**src/rtl/code25_serial_capture_pkg.sv**
```systemverilog
// rtl/code25_serial_capture_pkg.sv - shared widths, FSM states and valid codewords for the 2-of-5 capture path
package code25_serial_capture_pkg;

  localparam int CODE25_W = 5;

  typedef enum logic [1:0] {
    IDLE  = 2'd0,
    SHIFT = 2'd1,
    CHECK = 2'd2
  } state_t;

  // The ten words with exactly two ones, written E1..E5 left to right.
  localparam logic [CODE25_W-1:0] VALID_CODES [10] = '{
    5'b11000, 5'b10100, 5'b10010, 5'b10001, 5'b01100,
    5'b01010, 5'b01001, 5'b00110, 5'b00101, 5'b00011
  };

endpackage

```
**src/rtl/code25_checker.sv**
```systemverilog
// rtl/code25_checker.sv - combinational 2-of-5 validity check, shared with the decoder side
module code25_checker
  import code25_serial_capture_pkg::*;
(
  input  logic [CODE25_W-1:0] code,
  output logic                ok
);

  assign ok = ($countones(code) == 2);

endmodule

```
**src/rtl/code25_serial_capture.sv**
```systemverilog
// rtl/code25_serial_capture.sv - serial 2-of-5 codeword capture; `CODE25_ERR_CNT_EN adds err_count
module code25_serial_capture
  import code25_serial_capture_pkg::*;
#(
  parameter int TIMEOUT_CYC = 1000
) (
  input  logic       clk,
  input  logic       rst_n,
  input  logic       frame_start,
  input  logic       bit_valid,
  input  logic       bit_in,
  output logic       E1,
  output logic       E2,
  output logic       E3,
  output logic       E4,
  output logic       E5,
  output logic       code_valid,
  output logic       code_err,
  output logic       busy
`ifdef CODE25_ERR_CNT_EN
  ,
  output logic [7:0] err_count
`endif
);

  localparam int TW = $clog2(TIMEOUT_CYC);
  localparam logic [TW-1:0] T_LAST = TW'(TIMEOUT_CYC - 1);

  state_t              state;
  logic [CODE25_W-1:0] sr;
  logic [CODE25_W-1:0] code_q;
  logic [2:0]          cnt;
  logic [TW-1:0]       timer;
  logic                sr_ok;
  logic                err_fire;

  code25_checker u_checker (
    .code (sr),
    .ok   (sr_ok)
  );

  // sr[0] holds the first received bit, so it drives E1.
  assign {E5, E4, E3, E2, E1} = code_q;

  assign err_fire = ((state == CHECK) && !sr_ok) ||
                    ((state == SHIFT) && !frame_start && !bit_valid && (timer == T_LAST));

  always_ff @(posedge clk or negedge rst_n) begin
    if (!rst_n) begin
      state      <= IDLE;
      sr         <= '0;
      code_q     <= '0;
      cnt        <= '0;
      timer      <= '0;
      code_valid <= 1'b0;
      code_err   <= 1'b0;
      busy       <= 1'b0;
    end else begin
      code_valid <= 1'b0;
      code_err   <= err_fire;
      if ((state == IDLE || state == SHIFT) && frame_start) begin
        // Start or restart: a coincident strobe is the new E1.
        state <= SHIFT;
        busy  <= 1'b1;
        timer <= '0;
        if (bit_valid) begin
          sr  <= {{(CODE25_W-1){1'b0}}, bit_in};
          cnt <= 3'd1;
        end else begin
          sr  <= '0;
          cnt <= 3'd0;
        end
      end else begin
        unique case (state)
          IDLE: ;
          SHIFT: begin
            if (bit_valid) begin
              sr[cnt] <= bit_in;
              timer   <= '0;
              if (cnt == 3'd4) begin
                state <= CHECK;
                busy  <= 1'b0;
                cnt   <= 3'd0;
              end else begin
                cnt <= cnt + 3'd1;
              end
            end else if (timer == T_LAST) begin
              state <= IDLE;
              busy  <= 1'b0;
              cnt   <= 3'd0;
            end else begin
              timer <= timer + 1'b1;
            end
          end
          CHECK: begin
            if (sr_ok) begin
              code_q     <= sr;
              code_valid <= 1'b1;
            end
            state <= IDLE;
          end
          default: begin
            state <= IDLE;
            busy  <= 1'b0;
          end
        endcase
      end
    end
  end

`ifdef CODE25_ERR_CNT_EN
  always_ff @(posedge clk or negedge rst_n) begin
    if (!rst_n) begin
      err_count <= 8'd0;
    end else if (err_fire && (err_count != 8'hFF)) begin
      err_count <= err_count + 8'd1;
    end
  end
`endif

endmodule

```
**config.mk**
```make
export PLATFORM = sky130hd
export DESIGN_NAME = code25_serial_capture
export DESIGN_NICKNAME = d
export VERILOG_FILES = /design/src/rtl/code25_serial_capture_pkg.sv /design/src/rtl/code25_checker.sv /design/src/rtl/code25_serial_capture.sv
export SDC_FILE = /design/constraint.sdc
export NUM_CORES = 1
export LEC_CHECK = 0
export ABC_AREA = 1
export CAP_MARGIN = 20
export CELL_PAD_IN_SITES_DETAIL_PLACEMENT = 0
export CELL_PAD_IN_SITES_GLOBAL_PLACEMENT = 1
export CORE_UTILIZATION = 40
export CTS_BUF_LIST = sky130_fd_sc_hd__clkbuf_8
export DETAILED_ROUTE_END_ITERATION = 7
export GPL_TIMING_DRIVEN = 1
export PLACE_DENSITY = 0.84
export SLEW_MARGIN = 0
export SYNTH_ARGS = -nofsm -noshare
export SYNTH_HDL_FRONTEND = slang
export SYNTH_HIERARCHICAL = 1
export SYNTH_SLANG_ARGS = --single-unit
```
**constraint.sdc**
```tcl
create_clock -name clk -period 1.92 [get_ports clk]
set_input_delay 0.288 -clock clk [delete_from_list [all_inputs] [get_ports clk]]
set_output_delay 0.288 -clock clk [all_outputs]
set_load 0.02 [all_outputs]
```
# Word-level counts from Yosys, hierarchy flattened
# Index checks and enable logic that the tools add are counted.
[op_classes]
add_sub_neg = 6
order_cmp = 2
eq_ne = 10
n_mux = 30
n_bitwise = 1
reduce_logical = 22
[op_table]
columns = ["cell", "count"]
rows = [
  ["10-bit 2-to-1 mux", 4],
  ["32-bit by 1-bit adder with 32-bit output", 1],
  ["32-bit adder", 1],
  ["32-bit by 3-bit equality test with 1-bit output, second input constant", 1],
  ["3-bit 2-to-1 mux", 5],
  ["5-bit 2-to-1 mux", 3],
  ["10-bit by 1-bit adder with 10-bit output, second input constant", 1],
  ["10-bit equality test, second input constant", 1],
  ["1-bit 2-to-1 mux", 10],
  ["3-bit AND reduction", 3],
  ["2-bit 2-to-1 mux", 4],
  ["4-bit by 2-bit != test with 1-bit output, second input constant", 2],
  ["1-bit logical AND", 6],
  ["2-bit AND reduction", 3],
  ["5-bit bitwise mux", 1],
  ["1-bit by 1-bit adder with 2-bit output", 2],
  ["3-bit by 4-bit less-than comparator with 1-bit output, second input constant", 1],
  ["2-bit by 1-bit != test with 1-bit output, second input constant", 2],
  ["2-bit case mux with 2 select lines", 1],
  ["2-bit nonzero test", 2],
  ["3-bit by 1-bit adder with 3-bit output, second input constant", 1],
  ["1-bit demux with 3-bit select", 1],
  ["3-bit equality test, second input constant", 1],
  ["3-bit by 1-bit >= comparator with 1-bit output, second input constant", 1],
  ["10 further kinds", 13],
]
[word_totals]
ff_bits = 28
wordCells = 79

# Depth between registers and ports, before layout
# Gate-level depths: netlist (run 1).
[logic_depth]
word_depth = 8
ltp_mapped = 11
ltp_nobuf = 11

# Modules after synthesis
# The synthesis (run 1) kept the hierarchy.
[modules_own_cells]
columns = ["mod", "instances", "cells_per_inst", "area_each_um2", "seq_area_each_um2"]
rows = [
  ["code25_serial_capture", 1, 200, 1525.2, 700.7],
  ["code25_checker", 1, 12, 88.8, 0.0],
]

# Worst setup path before layout (run 1)
# OpenSTA, ideal clock, no wires.
[synth_path]
kind = "register to register"
startpoint = "register sr[1]"
endpoint = "register code_q[1]"
setup_ps = 117
arrival_time_ps = 1957
required_ps = 1803
setup_slack_ps = -154
path_stages_with_launch = 12
path_cell_list = "dfrtp_1 -> inv_1 -> fa_1 -> fa_1 -> inv_1 -> ha_1 -> nand2_1 -> nor2_2 -> nand3_1 -> inv_1 -> nand2_1 -> nand2_1"
[synth_via]
elab_chain_len = 5
[synth_lines]
columns = ["element", "line", "source"]
rows = [
  ["from (decl)", "code25_serial_capture.sv:30", "logic [CODE25_W-1:0] sr;"],
  ["from (signal assigned)", "code25_serial_capture.sv:67", "sr <= {{(CODE25_W-1){1'b0}}, bit_in};"],
  ["from (signal, indexed assignment)", "code25_serial_capture.sv:78", "sr[cnt] <= bit_in;"],
  ["1-bit by 1-bit adder with 2-bit output (implied by the code)", "code25_checker.sv:9", "assign ok = ($countones(code) == 2);"],
  ["32-bit adder (implied by the code)", "code25_checker.sv:9", ""],
  ["32-bit by 1-bit adder with 32-bit output (implied by the code)", "code25_checker.sv:9", ""],
  ["32-bit by 3-bit equality test with 1-bit output", "code25_checker.sv:9", ""],
  ["named net sr_ok", "code25_serial_capture.sv:34", "logic sr_ok;"],
  ["3-bit AND reduction (no line)", "--", ""],
  ["to (signal assigned)", "code25_serial_capture.sv:97", "code_q <= sr;"],
  ["to (decl)", "code25_serial_capture.sv:31", "logic [CODE25_W-1:0] code_q;"],
]
# The timed path passes the listed nets, and every way through them passes these cells.
# A chain may end at the register's enable or synchronous reset.

# Worst setup path in the final report (run 1)
[layout_path]
startpoint = "register sr[0]"
endpoint = "register code_q[1]"
# The elaborated chain is that of the path after synthesis.

==> flow_metrics.py, run 1 <==
metrics = {
    "pwr": {
        "power_frac_clock_pct": 36.0,
        "p_sw_share_pct": 25.55,
        "p_leak_nw": 0.9287,
        "vdd_drop_max_v": 0.0003321,
        "p_switching_w": 0.0003344,
        "p_comb_share_pct": 15.7,
        "internal-power_w": 0.0009742,
        "sequentialPowerShare_pct": 48.3,
        "p_per_area_nw_per_um2": 668.3,
    },
    "global_routing": {
        "grtUsageMet3_pct": 2.604,
        "grtUsageMet2_pct": 26.29,
        "grt_pass1_wl_mm": 5.789,
        "grt_pass1_vias": 1254,
        "gr-max-usage-layer": "met2",
        "grtUsageMet1_pct": 26.02,
        "antenna_found_initial": 0,
        "grt_max_degree": 29,
        "grt.overflow.total": 0,
        "track_usage_pct": 17.54,
    },
    "layout": {
        "area_growth_pct": 21.32,
        "drive_above_1_share_pct": 15.32,
        "multiInputGateArea_um2": 799.5,
        "nFillCells": 382,
        "final-seq-area_um2": 700.7,
        "final_area_um2": 1958,
        "stdcell_count": 283,
        "utilization_pct": 51.92,
        "antenna_cells": 0,
        "nNetsFinal": 247,
    },
    "sta": {
        "holdWs_ns": 0.3793,
        "period_share_pct": 104.9,
        "tns_ns": -0.4904,
        "setup_viol": 6,
        "final_max_slew_viol_count": 0,
        "slew_headroom_pct": 75.96,
        "fin_skew_ns": 0.002722,
        "fin_crit_ns": 2.014,
        "rsz0062_at_grt": "yes",
        "hold_viol": 0,
        "fmax_mhz": 496.4,
        "worst_slack_ns": -0.09440,
        "worstMarginPinSlew_ns": 0.3606,
    },
    "worst_setup_path": {
        "reg2reg_slack_ns": -0.09,
        "timing.rr.start": "sr[0]",
        "crit_type": "flop to flop",
        "start_kind": "flop",
        "worst_r2r_endpoint": "code_q[1]",
        "path_max_fanout": 7,
        "crit_arrival_ns": 2.23,
        "ff2ff_path_depth": 9,
        "crit_path_end_kind": "flop",
        "required_ns": 2.14,
    },
    "clock_tree": {
        "cts_tree": "done",
        "clockBufferDepth": 2,
        "cts_inserted_buffers": 3,
        "clk_pin_slew_ns": 0.10,
        "root_buffer": "clkbuf_8",
        "clock-sinks": 28,
        "clock_latency_ns": 0.27,
        "htree_levels": 1,
    },
    "placement": {
        "place_inst": 276,
        "gp_congestion": 0.7850,
        "placed_cell_area_um2": 1831,
        "place_hpwl_mm": 2.384,
        "port_buffers": 12,
    },
    "route": {
        "ant_nets": 0,
        "routed_wl_mm": 3.277,
        "remaining_drc_errors": 0,
        "drt_iter0_markers": 33,
        "wl_per_cell_um": 11.58,
        "drtPass1Iterations": 4,
        "viasPerCell": 4.799,
        "vias": 1358,
    },
    "logic_synthesis": {
        "ys_types": 24,
        "synth_area_per_cell_um2": 7.613,
        "synth_area_um2": 1614,
        "yosysWarnings": 6,
        "synth_nets": 223,
        "postSynthCellCount": 212,
        "synth_seq_cells": 28,
        "yosysSeqAreaShare_pct": 43.41,
    },
    "flow_run": {
        "cap_violations": 0,
    },
    "floorplanning": {
        "initial_core_util_pct": 42.80,
        "dieHeight_um": 65.52,
        "die_w_um": 65.52,
        "dieArea_um2": 4293,
        "io_pins": 13,
        "core_um2": 3771,
        "rows": 22,
    },
    "outcome": {
        "violations": "setup timing",
        "outcome": "complete, but fails checks",
    },
    "hold_path": {
        "worst_hold_path_type": "primary input to async pin",
    },
}
==> layout make-up <==
cell class	instances	area share (%)
repair buffers	22	9.968
clock buffers	3	2.109
clock inverters	1	1.534
flip-flops and latches	28	35.78
multi-input cells	146	40.83
well taps	48	3.067
inverters	35	6.709
==> power groups by stage <==
stage / logic [W] / registers, W / clock network (W)
after floorplan: 0.000114 / 0.000641 / 0
after global placement: 0.000179 / 0.000642 / 0
after detailed placement: 0.000181 / 0.000642 / 0
after CTS: 0.000197 / 0.000631 / 0.000482
after global routing: 0.000237 / 0.000635 / 0.000507
final: 0.000205 / 0.000632 / 0.000471
==> timing repair <==
action	in CTS	in global routing
buffers inserted	1	2
setup endpoints to repair	7	7
hold buffers	0	0
gates resized for setup	5	3
hold endpoints to repair	0	0
pin swaps	4	1
gates cloned	0	0
==> registers in the layout, indices dropped and copies added, names as in the netlist <==
name,cells
sr,5
code_valid,1
cnt,3
busy,1
code_err,1
code_q,5
timer,10
state,2
==> cell families (layout without fill, tap and decap cells) <==
family / count (synthesis) / after routing / synth area share [%]
buf+inv: 38 / 61 / 9.612
flops: 28 / 28 / 43.41
simple gates: 114 / 114 / 33.02
fa+ha+maj: 6 / 6 / 5.582
compound gates: 26 / 26 / 8.373
==> how the worst max path moves through the flow <==
stage	to	slack, ns	start
after floorplan	code_q[0]	-0.008	sr[3]
after global placement	code_q[1]	-0.05	sr[0]
after detailed placement	code_q[3]	-0.10	sr[3]
after CTS	code_q[3]	-0.11	sr[3]
after global routing	code_q[2]	-0.21	sr[0]
final	code_q[1]	-0.09	sr[0]
==> metal layers <==
| layer | vias up | routed length (µm) |
|---|---|---|
| met5 | - | 0 |
| met4 | 0 | 25 |
| met3 | 2 | 102 |
| met2 | 21 | 1410 |
| met1 | 611 | 1738 |
| li1 | 724 | - |
==> synth_stat cells <==
library cell | number | area (µm²)
dfrtp_1 | 28 | 700.7
buf_4 | 1 | 7.510
nand2_4 | 1 | 11.26
inv_2 | 2 | 7.510
nand2_1 | 61 | 229.0
ha_1 | 4 | 50.05
o22ai_1 | 1 | 6.260
o21ai_1 | 7 | 35.03
nand2_2 | 1 | 6.260
nand3_1 | 19 | 95.09
a31oi_1 | 1 | 6.260
a21oi_1 | 8 | 40.04
nand3_4 | 1 | 17.52
or2_2 | 1 | 6.260
nor2_2 | 4 | 25.02
nand4_1 | 9 | 56.30
nor2_4 | 3 | 33.78
inv_1 | 33 | 123.9
fa_1 | 2 | 40.04
o21ai_0 | 8 | 40.04
buf_2 | 1 | 5.000
a21boi_0 | 1 | 7.510
nor2_1 | 14 | 52.55
buf_6 | 1 | 11.26
==> through the flow <==
step	total power, W	worst slack (ns)
after global routing	0.001379	-0.2056
after floorplan	0.0007557	-0.007730
after detailed placement	0.0008236	-0.1015
after global placement	0.0008214	-0.04764
final	0.001309	-0.09440
after CTS	0.001311	-0.1148
==> critical path, cell delays in order, from the launching register on <==
cell and delay (ns):
dfrtp_1 0.38, inv_2 0.05, fa_1 0.49, fa_2 0.54, nand2_2 0.07, nor2_4 0.11, nand3_4 0.11, inv_2 0.10
nand2_1 0.06, nand2_1 0.05
==> cells in the final DEF, fill, tap and decap left out, drive strengths merged <==
cell | synthesis | routed
or2 | 1 | 1
a21boi | 1 | 1
o22ai | 1 | 1
nand2 | 63 | 63
dfrtp | 28 | 28
o21ai | 15 | 15
clkbuf | 0 | 3
nor2 | 21 | 21
nand3 | 20 | 20
fa | 2 | 2
inv | 35 | 35
clkdlybuf4s50 | 0 | 12
a21oi | 8 | 8
buf | 3 | 10
a31oi | 1 | 1
bufinv | 0 | 1
nand4 | 9 | 9
ha | 4 | 4
(Power assumes the default switching activity.)
==> run 2, diff against run 1 <==
- SLEW_MARGIN: 0 -> 20
==> results of run 2 <==
Final layout, timing and power as in run 1 (identical DEF).
